## src/rtl/uart_pkg.sv

```systemverilog
// uart_pkg: shared word types, baud_ctrl state encoding and the divisor register map.
package uart_pkg;
    localparam int DL_W  = 16;
    localparam int PSD_W = 4;

    typedef logic [DL_W-1:0]  DL_word_t;
    typedef logic [PSD_W-1:0] PSD_word_t;

    localparam logic [1:0] S_IDLE    = 2'd0;
    localparam logic [1:0] S_PENDING = 2'd1;
    localparam logic [1:0] S_COMMIT  = 2'd2;
    localparam logic [1:0] S_RESTART = 2'd3;

    typedef enum logic [1:0] {
        ST_IDLE    = S_IDLE,
        ST_PENDING = S_PENDING,
        ST_COMMIT  = S_COMMIT,
        ST_RESTART = S_RESTART
    } baud_ctrl_state_t;

    localparam logic [1:0] ADDR_DLL = 2'd0;
    localparam logic [1:0] ADDR_DLM = 2'd1;
    localparam logic [1:0] ADDR_PSD = 2'd2;
    localparam logic [1:0] ADDR_RSV = 2'd3;
endpackage

```

## src/rtl/baud_ctrl.sv

```systemverilog
// baud_ctrl: shadows DLAB-gated DLL/DLM/PSD writes, commits them atomically and sequences the baud_gen restart.
// Define BAUD_CTRL_DEFER_EN to hold the commit until neither TX nor RX has a frame in flight.
module baud_ctrl
    import uart_pkg::*;
#(
    parameter int DL_WIDTH        = DL_W,
    parameter int PSD_WIDTH       = PSD_W,
    parameter int RESTART_TIMEOUT = 64
) (
    input  logic                 clk,
    input  logic                 reset_n,
    input  logic                 wr_en,
    input  logic [1:0]           wr_addr,
    input  logic [7:0]           wr_data,
    input  logic                 dlab,
    input  logic                 tx_req,
    input  logic                 rx_req,
    input  logic                 tx_busy,
    input  logic                 rx_busy,
    input  logic                 bg_active,
    output logic [DL_WIDTH-1:0]  divisor_latch,
    output logic [PSD_WIDTH-1:0] psd,
    output logic                 new_baud,
    output logic                 enable_baud,
    output logic                 enable_sample,
    output logic                 cfg_busy,
    output logic                 restart_err
);
`ifdef BAUD_CTRL_DEFER_EN
    localparam bit DEFER = 1'b1;
`else
    localparam bit DEFER = 1'b0;
`endif
    localparam int            TW    = $clog2(RESTART_TIMEOUT + 1);
    localparam logic [TW-1:0] T_MAX = TW'(RESTART_TIMEOUT);

    baud_ctrl_state_t     state, state_nx;
    logic [DL_WIDTH-1:0]  sh_dl;
    logic [PSD_WIDTH-1:0] sh_psd;
    logic [TW-1:0]        timer;
    logic                 dirty, seen_low, wr_ok, busy, commit, timeout, ticking;

    assign wr_ok    = wr_en && dlab && wr_addr != ADDR_RSV;
    assign busy     = tx_busy || rx_busy;
    assign commit   = state_nx == ST_COMMIT;
    assign timeout  = state == ST_RESTART && timer == T_MAX;
    assign ticking  = state_nx != ST_COMMIT && state_nx != ST_RESTART;
    assign cfg_busy = state != ST_IDLE || dirty;

    always_comb begin
        state_nx = state;
        case (state)
            ST_IDLE:    state_nx = !dirty ? ST_IDLE : (DEFER && busy) ? ST_PENDING : ST_COMMIT;
            ST_PENDING: state_nx = busy ? ST_PENDING : ST_COMMIT;
            ST_COMMIT:  state_nx = ST_RESTART;
            ST_RESTART: state_nx = ((seen_low && bg_active) || timeout) ? ST_IDLE : ST_RESTART;
            default:    state_nx = ST_IDLE;
        endcase
    end

    // Outputs load on entry to COMMIT so divisor/psd are already valid while new_baud is high.
    always_ff @(posedge clk or negedge reset_n) begin
        if (!reset_n) begin
            state         <= ST_IDLE;
            sh_dl         <= '0;
            sh_psd        <= '0;
            dirty         <= 1'b0;
            divisor_latch <= '0;
            psd           <= '0;
            new_baud      <= 1'b0;
            enable_baud   <= 1'b0;
            enable_sample <= 1'b0;
            restart_err   <= 1'b0;
            timer         <= '0;
            seen_low      <= 1'b0;
        end else begin
            state <= state_nx;
            if (wr_ok && wr_addr == ADDR_DLL) sh_dl[7:0] <= wr_data;
            if (wr_ok && wr_addr == ADDR_DLM) sh_dl[DL_WIDTH-1:8] <= (DL_WIDTH-8)'(wr_data);
            if (wr_ok && wr_addr == ADDR_PSD) sh_psd <= wr_data[PSD_WIDTH-1:0];
            dirty <= wr_ok || (dirty && !commit);
            if (commit) begin
                divisor_latch <= sh_dl;
                psd           <= sh_psd;
            end
            new_baud      <= commit;
            enable_baud   <= tx_req && ticking;
            enable_sample <= rx_req && ticking;
            restart_err   <= timeout ? 1'b1 : wr_ok ? 1'b0 : restart_err;
            timer         <= state != ST_RESTART ? '0 : timer == T_MAX ? timer : timer + 1'b1;
            seen_low      <= state == ST_RESTART && (seen_low || !bg_active);
        end
    end
endmodule

```

## config.mk

```make
export PLATFORM = sky130hd
export DESIGN_NAME = baud_ctrl
export DESIGN_NICKNAME = d
export VERILOG_FILES = /design/src/rtl/uart_pkg.sv /design/src/rtl/baud_ctrl.sv
export SDC_FILE = /design/constraint.sdc
export NUM_CORES = 1
export LEC_CHECK = 0
export BUFFER_PORTS_ARGS = -buffer_cell sky130_fd_sc_hd__buf_4
export CELL_PAD_IN_SITES_DETAIL_PLACEMENT = 0
export CELL_PAD_IN_SITES_GLOBAL_PLACEMENT = 1
export CORE_ASPECT_RATIO = 0.75
export CORE_MARGIN = 2
export CORE_UTILIZATION = 34
export CTS_BUF_LIST = sky130_fd_sc_hd__clkbuf_8 sky130_fd_sc_hd__clkbuf_16
export DETAILED_ROUTE_END_ITERATION = 8
export GPL_TIMING_DRIVEN = 0
export MAX_ROUTING_LAYER = met4
export PLACE_DENSITY = 0.67
export REMOVE_ABC_BUFFERS = 1
export SYNTH_ARGS = -nofsm -noshare
export SYNTH_HDL_FRONTEND = slang
export SYNTH_SLANG_ARGS = --single-unit
```

## constraint.sdc

```tcl
create_clock -name clk -period 1.71 [get_ports clk]
set_input_delay 0.342 -clock clk [delete_from_list [all_inputs] [get_ports clk]]
set_output_delay 0.342 -clock clk [all_outputs]
set_load 0.01 [all_outputs]
```

==> flow_summary_export.csv <==
group,metric,value,unit
place,place_congestion,0.7534,
synth,ys_warn_count,0,
synth,synth.largest_area_cell,"dfrtp_1",
critical_path,worstPathCellList,"or3b_4, a21oi_4, buf_12, mux2_2",
critical_path,required,1900,ps
synth,yosys.area_share.adder,0.01130,
grt,grt_pass1_vias,1427,
timing,finalSetupTns,0,ps
grt,grt_max_degree,56,
timing,slew_violations,0,
critical_path,r2r-start,"state[0]$_DFF_PN0_",
timing,timing.hold.ws,75.53,ps
synth,synth_top_area_share,0.6215,
power,power_density,1512,nW/um^2
floorplanning,pin_count,44,
place,portBuffers,43,
critical_path,arrival,1830,ps
critical_path,reg2reg_slack,70,ps
synth,synth_area_leaders,"dfrtp_1 62%, mux2_2 20%, a21oi_1 1.4%",
critical_path,cpPeakStageDelay,450,ps
clock_tree,cts_tree,"done",
clock_tree,cts_buffer_depth,2,
final_layout,seqCellArea,1378,um^2
synth,synthMuxAreaShare,0.2034,
floorplanning,dieHeight,73.90,um
power,p_leak,0.001250,uW
synth,yosysSeqAreaShare,0.6215,
floorplanning,dieWidth,97.19,um
timing,setup_violations,0,
clock_tree,ctsHoldBuffers,0,
clock_tree,cts_made_buffers,5,
final_layout,drive_gt1_frac,0.4880,
synth,syn-instance-count,154,
timing,clock.fmax,610.5,MHz
final_layout,multi_input_area,823.3,um^2
place,dp_hpwl,2716,um
clock_tree,clk_latency,300,ps
route,vias,1388,
synth,synth-xor-area-share,0.007910,
timing,period_share,0.9578,
timing,max_slew_margin,0.4892,
clock_tree,clkSlewWorstSetupHoldPaths,90,ps
route,drtIter0Drc,63,
critical_path,criticalPathCategory,"reg2reg",
floorplanning,core,6287,um^2
run_status,status,"finished clean",
timing,setup_slack,72.11,ps
route,drt_first_pass_iters,4,
grt,antenna_found_initial,0,
grt,grt_first_pass_wirelength,7403,um
synth,ys_seq_elements,55,
timing,hold_viol_final,0,
critical_path,crit_fanout,11,
job,drv_cap,0,
synth,synth_edf_count,0,
synth,synth.most_common_cell,"dfrtp_1",
route,drc,0,
final_layout,n_fill_cell,590,
route,routedWlPerCell,14.81,um
synth,async_flop_share,1.000,
synth,synth_top_family_by_area,"multiplexers",
floorplanning,initial_utilization,0.3522,
critical_path,crit_slowest_cell,"or3b_4",
timing,fin_crit,1638,ps
timing,skew,9.072,ps
synth,yosys-top-cells-count,"55 x dfrtp_1, 40 x mux2_2, 6 x a21oi_1, 6 x nand2_1, 5 x o21ai_0",
critical_path,reg2reg_to,"divisor_latch[5]$_DFFE_PN0P_",
clock_tree,clock_sinks,55,
route,ant_nets,0,
timing,worst_pin_slew,762.1,ps
worst_hold_path,hp-class,"in2async",
grt,gr-total-overflow,0,
place,dp.cells,276,
synth,synth_cell_types,30,
clock_tree,root_buffer,"clkbuf_8",
synth,synthFlopType,"dfrtp_1",
critical_path,cp-end-kind,"flop",
synth,synth_simple_gate_area_frac,0.08362,
synth,synth-compound-area-share,0.05706,
critical_path,crit_path_start_kind,"flop",
floorplanning,placementRows,25,
critical_path,rr_worst_depth,4,
final_layout,final_cells,290,
synth,synthesis.area,2215,um^2
power,power,4206,uW
place,place_ws,-378.9,ps
final_layout,diodes,0,
synth,avgSynthCellArea,14.38,um^2
final_layout,area_growth,25.59,%
timing,rsz0062_at_grt,"false",
power,ir_drop,533.8,uV
grt,grt_usage,0.1372,
clock_tree,cts-htree-levels,2,
final_layout,fin_nets,230,
route,wl,4295,um
floorplanning,dieArea,7182,um^2
route,vias_per_cell,4.786,
[cell families (layout without fill, tap and decap cells)]
kind of cell	Yosys count	count (layout)
adders and majority gates	2	2
xor gates and xnor gates	2	2
and+or+nand+nor	31	31
muxes	40	40
buffers and inverters	5	59
DFF	55	55
AOI/OAI and AO/OA	19	20
[sequential cells by signal, indices dropped and copies added, names as in the netlist, 2 cells and up]
signal	flops
divisor_latch	16
psd	4
sh_dl	16
sh_psd	4
state	2
timer	7
[what timing repair did]
action                                  CTS  global route
setup buffers                             4             2
cloned                                    1             0
resized for setup                         3             0
pin swaps                                 2             0
endpoints found under the setup margin   20            11
[report_power, final]
| part | switching (uW) | internal (uW) |
|---|---|---|
| Combinational | 638 | 855 |
| Sequential | 260 | 1740 |
| Clock | 392 | 319 |
[worst max path at each step]
stage / cells after the start / startpoint / endpoint
CTS: 2 / state[1]$_DFF_PN0_ / cfg_busy
floorplan: 3 / state[0]$_DFF_PN0_ / divisor_latch[0]$_DFFE_PN0P_
global placement: 4 / rx_busy / divisor_latch[13]$_DFFE_PN0P_
finish: 4 / state[0]$_DFF_PN0_ / divisor_latch[5]$_DFFE_PN0P_
detailed placement: 4 / rx_busy / divisor_latch[2]$_DFFE_PN0P_
global route: 4 / state[0]$_DFF_PN0_ / psd[3]$_DFFE_PN0P_
[area by class of cell]
class	instances	share of cell area
clock buffer	6	0.02969
tap	81	0.03644
inverter	3	0.004049
clock inverter	1	0.001799
timing repair buffer	49	0.1368
sequential	55	0.4953
multi-input combinational	95	0.2960
[metrics by stage]
step | instance area (um^2) | util
floorplan | 2192 | -
global placement | 2616 | 0.4161
detailed placement | 2616 | 0.4161
CTS | 2766 | 0.4400
global route | 2781 | 0.4424
finish | 2781 | 0.4424
[routing by layer]
metal | vias to the layer above | track usage | part of all wire
li1 | 660 | - | -
met1 | 693 | 0.1900 | 0.51
met2 | 27 | 0.2014 | 0.44
met3 | 8 | 0.02664 | 0.033
met4 | 0 | 0.05164 | 0.016
met5 | - | - | 0
[critical path: cells and delay by family (launching register included)]
family	cells	cell delay, ps
compound gates	1	180
buf+inv	1	160
flops	1	390
mux	1	340
simple gates	1	450
[cells in the final DEF, fill, tap and decap left out, types with 3 or more instances in the layout]
| cell type | n |
|---|---|
| a21oi_1 | 6 |
| buf_4 | 48 |
| clkbuf_8 | 6 |
| dfrtp_1 | 54 |
| inv_1 | 3 |
| mux2_2 | 40 |
| nand2_1 | 6 |
| nand3_1 | 4 |
| nor2_1 | 3 |
| o21ai_0 | 5 |
| or3_1 | 3 |
No activity file was read; power rests on OpenSTA's default activity.
